<file path="src/rtl/hazard_bypass_ctrl.sv">
// Hazard and bypass controller for the 5-stage pipeline: XM/MW operand forwarding,
// lw->sw store-data bypass, load-use stall and a scoreboard for the multi-cycle mult/div unit.
module hazard_bypass_ctrl #(
  parameter int REG_AW     = 5,
  parameter int MD_LATENCY = 17,
  parameter int FWD_R0     = 0
) (
  input  logic              clock,
  input  logic              reset,
  input  logic [31:0]       fd_ir,
  input  logic [31:0]       dx_ir,
  input  logic [31:0]       xm_ir,
  input  logic [31:0]       mw_ir,
  input  logic              flush,
  output logic [1:0]        a_sel,
  output logic [1:0]        b_sel,
  output logic              mem_sel,
  output logic              stall,
  output logic              md_busy,
  output logic [REG_AW-1:0] md_rd,
  output logic              md_done,
  output logic              dbg_md_state
);

  localparam int CW = $clog2(MD_LATENCY);

  typedef enum logic {MD_IDLE = 1'b0, MD_BUSY = 1'b1} md_state_e;

  md_state_e         state_q, state_d;
  logic [CW-1:0]     count_q, count_d;
  logic [REG_AW-1:0] md_rd_q, md_rd_d;

  function automatic logic [4:0] op_of(input logic [31:0] ir);
    return ir[31:27];
  endfunction

  function automatic logic [REG_AW-1:0] rd_of(input logic [31:0] ir);
    return ir[22 +: REG_AW];
  endfunction

  function automatic logic [REG_AW-1:0] rs_of(input logic [31:0] ir);
    return ir[17 +: REG_AW];
  endfunction

  function automatic logic [REG_AW-1:0] rt_of(input logic [31:0] ir);
    return ir[12 +: REG_AW];
  endfunction

  function automatic logic writes(input logic [31:0] ir);
    return (op_of(ir) == 5'd0) || (op_of(ir) == 5'd5) || (op_of(ir) == 5'd8);
  endfunction

  function automatic logic is_md(input logic [31:0] ir);
    return (op_of(ir) == 5'd0) && ((ir[6:2] == 5'd6) || (ir[6:2] == 5'd7));
  endfunction

  // Register may take part in a match: r0 is excluded unless FWD_R0 is set.
  function automatic logic live(input logic [REG_AW-1:0] r);
    return (FWD_R0 != 0) || (r != '0);
  endfunction

  // {valid, register} of the A-side source operand
  function automatic logic [REG_AW:0] src_a(input logic [31:0] ir);
    case (op_of(ir))
      5'd0, 5'd5, 5'd7, 5'd8: return {1'b1, rs_of(ir)};
      5'd2, 5'd4, 5'd6:       return {1'b1, rd_of(ir)};
      default:                return '0;
    endcase
  endfunction

  function automatic logic [REG_AW:0] src_b(input logic [31:0] ir);
    case (op_of(ir))
      5'd0:       return {1'b1, rt_of(ir)};
      5'd7, 5'd8: return {1'b1, rd_of(ir)};
      5'd2, 5'd6: return {1'b1, rs_of(ir)};
      default:    return '0;
    endcase
  endfunction

  logic [REG_AW:0] dx_a, dx_b, fd_a, fd_b;
  logic            xm_wr, mw_wr;
  logic            lu_stall, md_stall, issue;
  logic            unused_ir_bits;

  assign dx_a  = src_a(dx_ir);
  assign dx_b  = src_b(dx_ir);
  assign fd_a  = src_a(fd_ir);
  assign fd_b  = src_b(fd_ir);
  assign xm_wr = writes(xm_ir) && live(rd_of(xm_ir));
  assign mw_wr = writes(mw_ir) && live(rd_of(mw_ir));
  assign unused_ir_bits = ^{fd_ir, dx_ir, xm_ir, mw_ir};

  // XM result is newer than MW, so it takes priority.
  always_comb begin
    a_sel = 2'b00;
    b_sel = 2'b00;
    if (dx_a[REG_AW] && xm_wr && rd_of(xm_ir) == dx_a[REG_AW-1:0])      a_sel = 2'b01;
    else if (dx_a[REG_AW] && mw_wr && rd_of(mw_ir) == dx_a[REG_AW-1:0]) a_sel = 2'b10;
    if (dx_b[REG_AW] && xm_wr && rd_of(xm_ir) == dx_b[REG_AW-1:0])      b_sel = 2'b01;
    else if (dx_b[REG_AW] && mw_wr && rd_of(mw_ir) == dx_b[REG_AW-1:0]) b_sel = 2'b10;
  end

  assign mem_sel = (op_of(mw_ir) == 5'd8) && (op_of(xm_ir) == 5'd7) &&
                   (rd_of(mw_ir) == rd_of(xm_ir)) && live(rd_of(mw_ir));

  // A store's data field is excluded: mem_sel covers a load feeding store data.
  always_comb begin
    lu_stall = 1'b0;
    if (op_of(dx_ir) == 5'd8 && rd_of(dx_ir) != '0) begin
      if (fd_a[REG_AW] && fd_a[REG_AW-1:0] == rd_of(dx_ir)) lu_stall = 1'b1;
      if (op_of(fd_ir) != 5'd7 && fd_b[REG_AW] && fd_b[REG_AW-1:0] == rd_of(dx_ir))
        lu_stall = 1'b1;
    end
  end

  always_comb begin
    md_stall = 1'b0;
    if (state_q == MD_BUSY) begin
      if (is_md(fd_ir)) md_stall = 1'b1;
      if (live(md_rd_q)) begin
        if (fd_a[REG_AW] && fd_a[REG_AW-1:0] == md_rd_q) md_stall = 1'b1;
        if (fd_b[REG_AW] && fd_b[REG_AW-1:0] == md_rd_q) md_stall = 1'b1;
        if (writes(fd_ir) && rd_of(fd_ir) == md_rd_q)    md_stall = 1'b1;
      end
    end
  end

  assign stall = lu_stall || md_stall;
  assign issue = is_md(dx_ir) && !flush && !stall;

  always_ff @(posedge clock) begin
    if (!reset) begin
      state_q <= MD_IDLE;
      count_q <= '0;
      md_rd_q <= '0;
    end else begin
      state_q <= state_d;
      count_q <= count_d;
      md_rd_q <= md_rd_d;
    end
  end

  // A new op may issue in the done cycle; an in-flight op is never cancelled.
  always_comb begin
    state_d = state_q;
    count_d = count_q;
    md_rd_d = md_rd_q;
    case (state_q)
      MD_IDLE: begin
        if (issue) begin
          state_d = MD_BUSY;
          count_d = CW'(MD_LATENCY - 1);
          md_rd_d = rd_of(dx_ir);
        end
      end
      MD_BUSY: begin
        if (count_q == '0) begin
          if (issue) begin
            count_d = CW'(MD_LATENCY - 1);
            md_rd_d = rd_of(dx_ir);
          end else begin
            state_d = MD_IDLE;
          end
        end else begin
          count_d = count_q - CW'(1);
        end
      end
      default: state_d = MD_IDLE;
    endcase
  end

  always_comb begin
    md_busy      = (state_q == MD_BUSY);
    md_done      = (state_q == MD_BUSY) && (count_q == '0);
    md_rd        = md_rd_q;
    dbg_md_state = state_q;
  end

endmodule

</file>
<file path="config.mk">
export PLATFORM = sky130hd
export DESIGN_NAME = hazard_bypass_ctrl
export DESIGN_NICKNAME = d
export VERILOG_FILES = /design/src/rtl/hazard_bypass_ctrl.sv
export SDC_FILE = /design/constraint.sdc
export NUM_CORES = 1
export LEC_CHECK = 0
export ABC_AREA = 1
export CORE_ASPECT_RATIO = 0.5
export CORE_MARGIN = 2
export CORE_UTILIZATION = 35
export DETAILED_ROUTE_END_ITERATION = 10
export GPL_TIMING_DRIVEN = 0
export PLACE_DENSITY = 0.83
export SLEW_MARGIN = 5
export SYNTH_ARGS = -nofsm -noshare
export SYNTH_HDL_FRONTEND = slang
export SYNTH_SLANG_ARGS = --single-unit
export TNS_END_PERCENT = 50
</file>
<file path="constraint.sdc">
create_clock -name clock -period 2.7 [get_ports clock]
set_clock_uncertainty 0.05 [all_clocks]
set_input_delay 0.54 -clock clock [delete_from_list [all_inputs] [get_ports clock]]
set_output_delay 0.54 -clock clock [all_outputs]
set_load 0.02 [all_outputs]
</file>
==> impl_results.md <==
* Status: finished, violations left
* Failing checks: setup timing
* TNS Setup at -97.3 ps
* Pwr dens at about 220 mW/mm²
* Starting Density at 0.364
* Worst hold path type: flip-flop to flip-flop
* CTS sink count at 11
* Full die area at approximately 0.0064 mm²
* Synth Flop Type: dfxtp_1
* Post-synthesis register bit count at 11
* NetSw at roughly 240 µW
* Syn nets at approximately 500
* Layout Cells excl Fill at about 540
* Post-Synthesis Cells at ~370
* Final Hold Viols at 0
* Sequential Power Share at 0.214
* Post-route setup slack at -97.3 ps
* Startpoint types: input pin
* Clk_lat worst skew at roughly 240 ps
* Endpoints failing setup at 1
* Critical Path End Type: output pin
* Max incr delay on CP at around 230 ps
* Clock H-tree levels at 1
* # nets final at 602
* Initial antenna violation count at 0
* RSZ-0062 raised after global routing: true
* CP max FO at 6
* Setup CP Type: input pin to output pin
* R2R depth at 14
* Post-Synth XOR/XNOR Area at 0.0920
* Max-capacitance violation count at 0
* Hold depth at 2
* Crit-path cells: buf_2 -> nor2_4 -> nand4_1 -> nand2_8 -> nand2_4 -> nand3_1 -> o211ai_1 -> a21oi_1 -> nand3_1 -> nand2_2 -> nand2_4 -> nand2_2 -> buf_6
* Fmax at 357 MHz
* Overall routed net length at about 7.3 mm
* Part of the power in combinational logic at 0.432
* Pleak at 1.80 nW
* Vias/cell at around 5.2
* Register-to-Register Setup Slack at 840 ps
* Worst path bufs/invs at 2
* Vias in the first global route at ~2500
* Global-route wire length before repair at roughly 11 mm
* Clk root buf: clkbuf_16
* All-Layer GR Usage at 0.206
* CP required at 2110 ps
* Slew Limit Fails at 0
* Minimum clock period at 2800 ps
* Largest net degree at the start of global routing at 11
* Initial drt markers at around 190
* # rows at 19
* Hold Slack at approximately 420 ps
* Total congestion overflow at 0
* Largest family of logic cells by synthesized area: simple AND/OR/NAND/NOR gates
* Clk network pwr share at 0.354
* Syn avg cell area at about 5.5 µm²
* Post-Synth Adder-Cell Area at 0.00626
* Critical path's slowest cell: nand4_1
* Maximum vdd drop at ~0.28 mV
* Total power at between 700 and 800 µW
* R2R Path Start: md_rd[1]
* Total core area at 0.00549 mm²
* Top post-synthesis cells by area: nand2_1, dfxtp_1, nor2_1, inv_1, xor2_1
* Simple-gate area share of the yosys netlist at 0.521
* WHS Endpoint: count_q[4]
* CTS tree: done
* Worst R2R End: md_rd[2]
* Unique masters post-synth at 38
* # IOs at 145
* Yosys warns at 0
* Seq/Total Area, Yosys at 0.110
* Hold Startpoint: count_q[4]
* Final core occ at 0.630
* Final Wtd Congestion at just over 0.9
* Vias at roughly 2800
* Share of the synthesized area in the top cell type at 0.161
* Synthesized area at about 0.0020 mm²
* Area grow syn2layout at 73.1%
* Die Width at roughly 110 µm
* Num CTS Buffers at 3
* DR pass1 iterations at 7
* Internal power at 519 µW
* FFs w/ async S/R, synth at 0
* Maximum clock insertion buffer count at 2
* Post-route cell area at roughly 0.0035 mm²
* Share of cells above drive strength 1 at 0.271
* Drt wl/cell at around 13 µm
* Worst-Margin Slew at 520 ps
* Antenna viol nets, final at 0
* N_diodes at 0
* CP arrival at 2210 ps
* Place WS at -1180 ps
* Slew headroom at 0.650
* Largest area contributor in the netlist: nand2_1
* Post-synth EDFFs at 0
* DP HPWL at 5.25 mm
* Dpl cells at 523
* Cell count along the critical path at 13
* Compound-Gate Fraction of Synth Area at 0.158
* Drc violations at 0
* Clock transition at path regs at roughly 40 ps
* Die H at between 50 and 60 µm
* Placed Area at 0.00296 mm²
* CP delay by family, top: simple AND/OR/NAND/NOR gates
* Mux cell area share after synthesis at 0
* Sw Ratio at 0.321
* Crit share post-route at 1.04
* IO buf count at 85
[metal layers]
metal / part of all wire / global-route usage / routed length [µm] / vias to the layer above
met4: 0.029 / 0.0571 / 214 / 0
met2: 0.48 / 0.374 / 3510 / 102
met1: 0.44 / 0.260 / 3230 / 1279
met5: 0 / 0 / 0 / -
li1: - / - / - / 1405
met3: 0.049 / 0.0319 / 355 / 30
[area by class of cell]
class / count / area [µm²]
Fill cell: 463 / 2030
Multi-Input combinational cell: 295 / 1880
Timing Repair Buffer: 100 / 962
Inverter: 58 / 223
Sequential cell: 11 / 220
Tap cell: 73 / 91.3
Clock buffer: 4 / 78.8
Buffer: 1 / 7.51
[timing repair]
item,CTS,global route
buffers inserted,9,7
hold buffers,0,0
pin swaps,31,47
endpoints found under the setup margin,6,6
resized for setup,120,74
[worst max-delay path by stage]
| stage | from | end | slack (ps) |
|---|---|---|---|
| after detailed placement | dx_ir[27] | b_sel[1] | -1180 |
| final | fd_ir[31] | stall | -100 |
| after CTS | fd_ir[30] | stall | -40 |
| after global placement | dx_ir[27] | b_sel[0] | -1110 |
| after global routing | fd_ir[31] | stall | -220 |
| after floorplan | dx_ir[30] | a_sel[1] | 10 |
[power by group through the flow]
stage | combinational (mW) | clock, mW | sequential (mW)
after detailed placement | 0.273 | 0 | 0.166
after CTS | 0.295 | 0.274 | 0.163
after global routing | 0.356 | 0.282 | 0.163
after global placement | 0.270 | 0 | 0.166
after floorplan | 0.120 | 0 | 0.166
final | 0.330 | 0.270 | 0.163
[sequential cells by signal, summed over array words and instances (netlist names)]
name          cells
md_rd             5
dbg_md_state      1
count_q           5
[Yosys cell counts (4+ instances only)]
cell type and count:
a21oi_1 15, a22oi_1 5, dfxtp_1 11, inv_1 56
nand2_1 86, nand2_2 12, nand3_1 31, nand3_2 5
nand4_1 7, nor2_1 57, nor3_1 10, nor4_1 4
o211ai_1 4, o21ai_0 8, o22ai_1 6, xor2_1 18
[worst min-delay path: stages (launching register included)]
cell	delay, ps
dfxtp_1	300
inv_1	70
a21oi_1	60
[cells in the final DEF, fill, tap and decap left out, types with 6 or more instances in the layout]
cell / count
inv_2: 12
nand2_1: 73
xor2_1: 18
nand4_1: 7
nor3_1: 7
nand2_2: 19
dfxtp_1: 11
nor2_1: 44
nor2_4: 7
nand3_1: 24
nor2_2: 10
nand3_2: 8
clkdlybuf4s50_1: 45
dlygate4sd2_1: 9
dlymetal6s2s_1: 14
inv_1: 44
buf_6: 6
a21oi_1: 14
buf_4: 17
nand2_4: 7
[cell families after synthesis]
family                   after synthesis
adder cells (fa/ha/maj)                1
AO/OA/AOI/OAI                         50
XOR/XNOR                              21
buffers and inverters                 59
flip-flops                            11
AND/OR/NAND/NOR                      223
(Power assumes the default switching activity.)
